<file path="config.mk">
export PLATFORM = sky130hd
export DESIGN_NAME = ws2812_frame_scheduler
export DESIGN_NICKNAME = d
export VERILOG_FILES = /design/src/rtl/ws2812_pkg.sv /design/src/rtl/ws2812_frame_buf.sv /design/src/rtl/ws2812_frame_scheduler.sv
export SDC_FILE = /design/constraint.sdc
export NUM_CORES = 2
export LEC_CHECK = 0
export ABC_CLOCK_PERIOD_IN_PS = 7900
export CAP_MARGIN = 20
export CORE_MARGIN = 2
export CORE_UTILIZATION = 40
export DETAILED_ROUTE_END_ITERATION = 6
export PLACE_DENSITY_LB_ADDON = 0.25
export SLEW_MARGIN = 10
export SYNTH_ARGS = -nofsm -noshare
export SYNTH_HDL_FRONTEND = slang
export SYNTH_SLANG_ARGS = --single-unit
</file>
<file path="constraint.sdc">
create_clock -name clk -period 7.9 [get_ports clk]
set_clock_uncertainty 0.1 [all_clocks]
set_input_delay 2.37 -clock clk [delete_from_list [all_inputs] [get_ports clk]]
set_output_delay 2.37 -clock clk [all_outputs]
set_load 0.01 [all_outputs]
</file>
<file path="src/rtl/ws2812_pkg.sv">
// Shared types and constants for the WS2812 frame scheduler and its serializer.
// Holds the sequencer state encoding, GRB field layout, timing defaults and the brightness scaler.
package ws2812_pkg;

    typedef enum logic [2:0] {
        IDLE,
        FETCH,
        SCALE,
        START,
        WAIT,
        LATCH
    } state_e;

    localparam int PIX_W = 24;
    localparam int G_HI  = 23;
    localparam int G_LO  = 16;
    localparam int R_HI  = 15;
    localparam int R_LO  = 8;
    localparam int B_HI  = 7;
    localparam int B_LO  = 0;

    // Timing in 50 MHz clk cycles (20 ns each).
    localparam int RES_CYCLES_DEF = 3000;
    localparam int T0H_CYCLES     = 20;
    localparam int T0L_CYCLES     = 43;
    localparam int T1H_CYCLES     = 40;
    localparam int T1L_CYCLES     = 23;

    // brightness+1 keeps 255 as the identity; the product fits in 16 bits.
    function automatic logic [7:0] scale_ch(input logic [7:0] c, input logic [7:0] b);
        logic [15:0] p;
        p = {8'd0, c} * ({8'd0, b} + 16'd1);
        return p[15:8];
    endfunction

    function automatic logic [PIX_W-1:0] scale_grb(input logic [PIX_W-1:0] grb, input logic [7:0] b);
        return {scale_ch(grb[G_HI:G_LO], b), scale_ch(grb[R_HI:R_LO], b), scale_ch(grb[B_HI:B_LO], b)};
    endfunction

endpackage

</file>
<file path="src/rtl/ws2812_frame_buf.sv">
// Two-bank pixel store: simple dual-port RAM with one-cycle synchronous read.
// The address MSB selects the bank; contents are not reset.
module ws2812_frame_buf
    import ws2812_pkg::*;
#(
    parameter int AW = 7
) (
    input  logic             clk,
    input  logic             we,
    input  logic [AW-1:0]    waddr,
    input  logic [PIX_W-1:0] wdata,
    input  logic [AW-1:0]    raddr,
    output logic [PIX_W-1:0] rdata
);
    logic [PIX_W-1:0] mem [2**AW];
    logic [PIX_W-1:0] rdata_q;

    always_ff @(posedge clk) begin
        if (we) begin
            mem[waddr] <= wdata;
        end
        rdata_q <= mem[raddr];
    end

    assign rdata = rdata_q;

endmodule

</file>
<file path="src/rtl/ws2812_frame_scheduler.sv">
// Frame sequencer: streams the front bank, brightness-scaled, to the pixel serializer,
// then holds the latch gap. Host writes land in the back bank; commit swaps banks between frames.
module ws2812_frame_scheduler
    import ws2812_pkg::*;
#(
    parameter int NUM_LEDS       = 64,
    parameter int ADDR_W         = 6,
    parameter int RES_CYCLES     = RES_CYCLES_DEF,
    parameter int REFRESH_CYCLES = 0
) (
    input  logic              clk,
    input  logic              rst_n,
    input  logic              wr_en,
    input  logic [ADDR_W-1:0] wr_addr,
    input  logic [23:0]       wr_grb,
    input  logic              commit,
    input  logic              frame_start,
    input  logic [7:0]        brightness,
    output logic              px_start,
    output logic [23:0]       px_grb,
    input  logic              px_done,
    output logic              busy,
    output logic              frame_done,
    output logic              swap_pending,
    output logic              active_bank,
    output state_e            state_dbg
);
    localparam logic [ADDR_W:0]   NUM_LEDS_W = (ADDR_W + 1)'(NUM_LEDS);
    localparam logic [ADDR_W-1:0] LAST_IDX   = ADDR_W'(NUM_LEDS - 1);
    localparam logic [31:0]       RES_LAST   = 32'(RES_CYCLES - 1);
    localparam bit                REF_EN     = (REFRESH_CYCLES > 0);
    localparam logic [31:0]       REF_LAST   = REF_EN ? 32'(REFRESH_CYCLES - 1) : 32'd0;

    state_e            state_q, state_d;
    logic [ADDR_W-1:0] idx_q, idx_d;
    logic [31:0]       lat_q, lat_d;
    logic [31:0]       ref_q, ref_d;
    logic [7:0]        bright_q, bright_d;
    logic [23:0]       grb_q, grb_d;
    logic              start_q, start_d;
    logic              done_q, done_d;
    logic              pend_q, pend_d;
    logic              bank_q, bank_d;

    logic [23:0]       rd_data;
    logic              wr_ok, trigger, frame_end, apply;

    assign wr_ok = wr_en && ({1'b0, wr_addr} < NUM_LEDS_W);

    ws2812_frame_buf #(.AW(ADDR_W + 1)) u_buf (
        .clk   (clk),
        .we    (wr_ok),
        .waddr ({~bank_q, wr_addr}),
        .wdata (wr_grb),
        .raddr ({bank_q, idx_q}),
        .rdata (rd_data)
    );

    // Serializer handshake: px_start is a one-cycle request with px_grb held until
    // px_done; a px_done is only honoured in WAIT and never in the px_start cycle.
    always_comb begin
        trigger   = frame_start || (REF_EN && (ref_q == REF_LAST));
        frame_end = (state_q == LATCH) && (lat_q == RES_LAST);
        // A swap requested together with a start is applied first so the frame uses the new bank.
        apply     = ((state_q == IDLE) && (pend_q || (commit && trigger)))
                  || (frame_end && (pend_q || commit));
        pend_d    = apply ? 1'b0 : (pend_q || commit);
        bank_d    = bank_q ^ apply;

        state_d  = state_q;
        idx_d    = idx_q;
        lat_d    = lat_q;
        ref_d    = 32'd0;
        bright_d = bright_q;
        grb_d    = grb_q;
        start_d  = 1'b0;
        done_d   = 1'b0;

        case (state_q)
            IDLE: begin
                ref_d = REF_EN ? ref_q + 32'd1 : 32'd0;
                if (trigger) begin
                    state_d  = FETCH;
                    idx_d    = '0;
                    bright_d = brightness;
                    ref_d    = 32'd0;
                end
            end
            FETCH: state_d = SCALE;
            SCALE: begin
                grb_d   = scale_grb(rd_data, bright_q);
                state_d = START;
            end
            START: begin
                start_d = 1'b1;
                state_d = WAIT;
            end
            WAIT: begin
                if (px_done && !start_q) begin
                    if (idx_q == LAST_IDX) begin
                        state_d = LATCH;
                        lat_d   = 32'd0;
                    end else begin
                        idx_d   = idx_q + 1'b1;
                        state_d = FETCH;
                    end
                end
            end
            LATCH: begin
                if (frame_end) begin
                    state_d = IDLE;
                    done_d  = 1'b1;
                    lat_d   = 32'd0;
                end else begin
                    lat_d = lat_q + 32'd1;
                end
            end
            default: state_d = IDLE;
        endcase
    end

    always_ff @(posedge clk or negedge rst_n) begin
        if (!rst_n) begin
            state_q  <= IDLE;
            idx_q    <= '0;
            lat_q    <= 32'd0;
            ref_q    <= 32'd0;
            bright_q <= 8'd0;
            grb_q    <= 24'd0;
            start_q  <= 1'b0;
            done_q   <= 1'b0;
            pend_q   <= 1'b0;
            bank_q   <= 1'b0;
        end else begin
            state_q  <= state_d;
            idx_q    <= idx_d;
            lat_q    <= lat_d;
            ref_q    <= ref_d;
            bright_q <= bright_d;
            grb_q    <= grb_d;
            start_q  <= start_d;
            done_q   <= done_d;
            pend_q   <= pend_d;
            bank_q   <= bank_d;
        end
    end

    assign px_start     = start_q;
    assign px_grb       = grb_q;
    assign busy         = (state_q != IDLE);
    assign frame_done   = done_q;
    assign swap_pending = pend_q;
    assign active_bank  = bank_q;
    assign state_dbg    = state_q;

endmodule

</file>
# After elaboration in Yosys (flattened, before gate mapping)
# Memory sizes are Yosys's and may differ from the RTL's. A register that Yosys moved wholly into a read port is not among the register bits.
# Index checks and enable logic that the tools add are counted.
[word_totals]
word_cells = 66
reg_bits = 77
ram_bits = 3072
output_inout_bits = 32
inputBits = 44
n_memories = 1
mem_bits_ro = 0
latchBits = 0
[op_classes]
n_reduce_logical = 17
n_addsub = 3
mul = 3
bitwise = 2
muxes = 19
order_cmp = 0
n_div = 0
n_shift = 0
eq_ne = 12
[mem_list]
columns = ["name", "words", "width", "read_ports", "rd_clocked_by_memory_dff", "write_ports", "line", "source"]
rows = [
  ["u_buf.mem", 128, 24, 1, 1, 1, "ws2812_frame_buf.sv:15", "logic [PIX_W-1:0] mem [2**AW];"],
]
[ops]
columns = ["cell", "n"]
rows = [
  ["32-bit two-way mux", 3],
  ["32-bit one-hot mux with 2 select lines", 1],
  ["32-bit by 1-bit adder with 32-bit output, second input constant", 1],
  ["32-bit by 12-bit equality test with 1-bit output, second input constant", 1],
  ["8-bit by 16-bit multiplier with 16-bit output", 2],
  ["6-bit two-way mux", 3],
  ["3-bit one-hot mux with 6 select lines", 1],
  ["8-bit by 9-bit multiplier with 16-bit output", 1],
  ["3-bit two-way mux", 4],
  ["6-bit one-hot mux with 2 select lines", 1],
  ["2-bit inequality test, second input constant", 5],
  ["8-bit by 1-bit adder with 9-bit output, second input constant", 1],
  ["6-bit by 1-bit adder with 6-bit output, second input constant", 1],
  ["3-bit by 2-bit equality test with 1-bit output, second input constant", 2],
  ["3-bit equality test, second input constant", 2],
  ["6-bit equality test, second input constant", 1],
  ["1-bit two-way mux", 6],
  ["3-bit AND reduction", 2],
  ["1-bit logical AND", 5],
  ["4-bit AND reduction", 1],
  ["2-bit nonzero test", 2],
  ["3-bit by 1-bit equality test with 1-bit output, second input constant", 1],
  ["3-bit zero test", 1],
  ["1-bit logical OR", 3],
  ["other kinds (5)", 5],
]

# Logic depth before layout (Yosys ltp)
[logic_depth]
depth_word = 5
ltp_mapped = 21
ltp_nobuf = 19

# Cells and area by module
# From an unflattened synthesis, not the netlist that was laid out.
[hier_totals]
cells_unflattened = 5628
hier_area_um2 = 127288.3
[by_module_without_submodules]
columns = ["module", "n_inst", "seq_area_each_um2", "cells_per_inst", "area_each_um2"]
rows = [
  ["ws2812_frame_buf", 1, 92728.9, 4538, 117381.3],
  ["ws2812_frame_scheduler", 1, 1926.8, 1090, 9907.0],
]

# Worst setup path before layout
# OpenSTA, ideal clock, no wires.
[synth_timing]
path_kind = "register -> register"
from = "register bright_q[0]"
to = "register grb_q[7] (netlist: px_grb[7])"
stages_incl_launch_ff = 22
n_path_buf = 2
required_ns = 7.730
period_less_slack_ns = 5.291
path_slack_ns = 2.609
t_arrival_ns = 5.121
setup_ns = 0.070
cell_sequence = "dfrtp_1 ha_1 nand3_1 nor2_1 xor2_1 clkbuf_1 nand2_1 fa_1 inv_1 fa_1 fa_1 inv_1 fa_1 inv_1 ha_1 clkbuf_1 a21o_1 a21oi_1 o21ai_0 a21oi_1 or4b_2 nand3_1"
[synth_between]
elab_chain_cells = 2
[synth_lines]
columns = ["item", "line", "source"]
rows = [
  ["start, declared", "ws2812_frame_scheduler.sv:38", "logic [7:0] bright_q, bright_d;"],
  ["start signal, assigned", "ws2812_frame_scheduler.sv:139", "bright_q <= bright_d;"],
  ["8-bit by 1-bit adder with 9-bit output", "ws2812_pkg.sv:32", "p = {8'd0, c} * ({8'd0, b} + 16'd1);"],
  ["8-bit by 9-bit multiplier with 16-bit output", "ws2812_pkg.sv:32", ""],
  ["end signal, assigned", "ws2812_frame_scheduler.sv:140", "grb_q <= grb_d;"],
  ["end, declared", "ws2812_frame_scheduler.sv:39", "logic [23:0] grb_q, grb_d;"],
]
# No other way between the ends.
# A chain may end at the register's enable or synchronous reset.

# Worst setup path in the final report
# Ends and elaborated chain as after synthesis.

==> flow_summary_export.csv <==
group,metric,value,unit
finish,drive_above_1_share,23.1,%
global_route,overflow,0,
detailed_routing,drt_first_pass_iters,5,
worst_setup_path,r2r_cells,19,
floorplanning,rows,207,
finish,nets,6885,
clock_network,clk_latency,0.93,ns
global_route,grt_max_degree,116,
floorplanning,die_area,325000,um^2
worst_setup_path,r2r_slack,1.51,ns
synthesis,synth_ff_type,"edfxtp_1",
clock_network,ctsResizeCount,0,
clock_network,clock_path_buffers,4,
worst_setup_path,critPathArrivalTime,7.16,ns
finish,area_growth_syn_to_layout,13.3,%
detailed_routing,viasPerCell,5.84,
synthesis,yosys_warnings,0,
global_route,grt_pass1_vias,64700,
power,p_leak,46.0,nW
floorplanning,die_x,570,um
detailed_routing,wl,352000,um
clock_network,cts_inserted_buffers,331,
timing,tightest_slew,1.21,ns
floorplanning,initial_core_util,40.3,%
timing,grt_setup_unrepaired,"false",
power,ir_drop,0.151,mV
clock_network,clock_sinks,3173,
timing,maxSlewHeadroom,19.1,%
timing,clock.fmax,156,MHz
detailed_routing,drtIter0Drc,8522,
floorplanning,ios,76,
clock_network,cts_root_buf,"clkbuf_16",
synthesis,ys_ff_latch,3173,
timing,min_period,6.40,ns
timing,period_share,80.9,%
status,status,"complete, no violations",
run,maxCapViolCount,0,
finish,stdcell_count,11100,
timing,slew_violations,0,
floorplanning,coreArea,319000,um^2
power,p_per_area,242,nW/um^2
synthesis,synthArstFlopShare,2.43,%
detailed_routing,num_vias,64800,
clock_network,cts_tree,"done",
detailed_routing,drc,0,
placed_design,dpl.cell_count,10500,
global_route,antenna_found_initial,29,
power,finalPower,35.2,mW
placed_design,port_buffers,75,
synthesis,synth_cells,6304,
finish,layout_commonest_cell,"edfxtp_1",
worst_setup_path,crit_type,"register to register",
worst_setup_path,cp-start-kind,"register",
floorplanning,fp.dieH,570,um
detailed_routing,wl_per_cell,31.8,um
worst_hold_path,holdPathStages,2,
timing,hold_viol,0,
synthesis,synth.avg_cell_area,20.3,um^2
finish,fin_util,45.6,%
worst_hold_path,hp-class,"register to register",
placed_design,place_congestion,0.831,
detailed_routing,postRouteAntennaNets,0,
synthesis,syn_nets,6567,
placed_design,hpwl,204000,um
synthesis,syn_area,128000,um^2
finish,mostFrequentLayoutCells,"edfxtp_1 (3072), mux4_2 (690), clkbuf_16 (335)",
synthesis,synth_top_area_share,71.9,%
timing,fin_setup_tns,0,ns
worst_setup_path,worst_ep_required_time,8.66,ns
worst_setup_path,crit_fanout,22,
synthesis,ys_top_cells_by_area,"edfxtp_1 (72%), mux4_2 (12%), mux2i_1 (2.1%)",
synthesis,synth.distinct_cells,82,
global_route,track_usage,21.4,%
clock_network,path_clk_slew,0.06,ns
timing,setup_viol,0,
worst_setup_path,end_kind,"register",
clock_network,hold_buffers,0,
synthesis,synth-edff-count,3072,
global_route,grt_pass1_wl,496000,um
synthesis,yosysTopAreaCell,"edfxtp_1",
clock_network,cts_setup_buffers,0,
synthesis,ys_seq_area_share,73.8,%
clock_network,ctsHtreeMaxLevel,5,
==> power by group <==
| group | switching, mW | total (mW) | internal (mW) | leakage (nW) |
|---|---|---|---|---|
| logic | 0.914 | 1.34 | 0.422 | 12.0 |
| registers | 0.0279 | 18.5 | 18.5 | 28.8 |
| clock network | 6.54 | 15.4 | 8.82 | 5.19 |
==> critical path, cell delays in order, from the launching register on <==
cell and delay [ns]:
dfrtp_1 0.80, ha_1 0.32, nand3_1 0.13, nor2_1 0.14
xor2_1 0.69, nand2_1 0.18, fa_1 0.59, inv_1 0.06
fa_1 0.50, fa_1 0.50, inv_1 0.05, fa_1 0.47
inv_1 0.05, ha_1 0.36, a21o_1 0.23, a21oi_1 0.17
o21ai_0 0.15, a21oi_1 0.15, or4b_2 0.60, nand3_1 0.10
==> metrics by stage <==
step,instance area (um^2),worst slack [ns],hold WS (ns)
after global routing,145000,1.16,0.415
final,145000,1.51,0.378
after global placement,135000,1.56,0.365
after CTS,145000,1.50,0.387
after floorplan,128000,2.61,0.376
after detailed placement,135000,1.50,0.372
==> final timing paths <==
path                             start         end
max                        bright_q[0]   px_grb[7]
min                         px_grb[22]  px_grb[22]
max reg2reg                bright_q[0]   px_grb[7]
min reg2reg                 px_grb[22]  px_grb[22]
max in group asynchronous        rst_n    idx_q[1]
min in group asynchronous        rst_n   px_grb[8]
==> cell usage after synthesis (16+ instances only) <==
cell,number
a221oi_1,53
clkbuf_1,151
mux2i_1,270
dfrtp_1,77
o221ai_1,72
dfxtp_1,24
nand3_1,55
a22o_1,25
nor2b_1,34
o21ai_0,97
nor2_1,191
ha_1,99
buf_6,42
nor3_1,23
nand4_1,19
xnor2_1,27
inv_1,164
a21o_1,16
nand2_1,155
and3_1,34
edfxtp_1,3072
buf_2,70
a22oi_1,113
a211oi_1,41
buf_4,40
o22ai_1,18
a21oi_1,143
o21ai_1,17
and2_1,130
xor2_1,32
fa_1,120
mux4_2,690
==> cells by family after synthesis <==
family                     share of synthesized area [%]
and+or+nand+nor                                     2.71
DFF                                                 73.8
muxes                                               14.4
xor gates and xnor gates                           0.403
adders and majority gates                           2.84
buffers and inverters                               2.19
AOI/OAI and AO/OA                                   3.62
==> registers in the layout (all words and copies together), names as in the netlist <==
| name | cells |
|---|---|
| u_buf.mem | 3072 |
| lat_q | 32 |
| px_grb | 24 |
| u_buf.rdata | 24 |
| bright_q | 8 |
| idx_q | 6 |
| state_dbg | 3 |
| active_bank | 1 |
| frame_done | 1 |
| px_start | 1 |
| swap_pending | 1 |
==> cell type report <==
class	count	area, um^2
tap	4180	5230
multi-input combinational	2621	31300
clock buffer	400	8650
timing repair buffer	328	2950
clock inverter	202	1930
sequential	3173	94700
antenna	9	22.5
fill	26700	173000
inverter	167	628
==> routing by layer <==
metal	GRT usage (%)	vias up	part of all wire, %
li1	-	26500	-
met1	30.7	35200	42
met2	34.2	2638	48
met3	3.51	419	7.5
met4	5.39	4	2.6
met5	0	-	0.0077
Power figures use the tool's default switching activity.
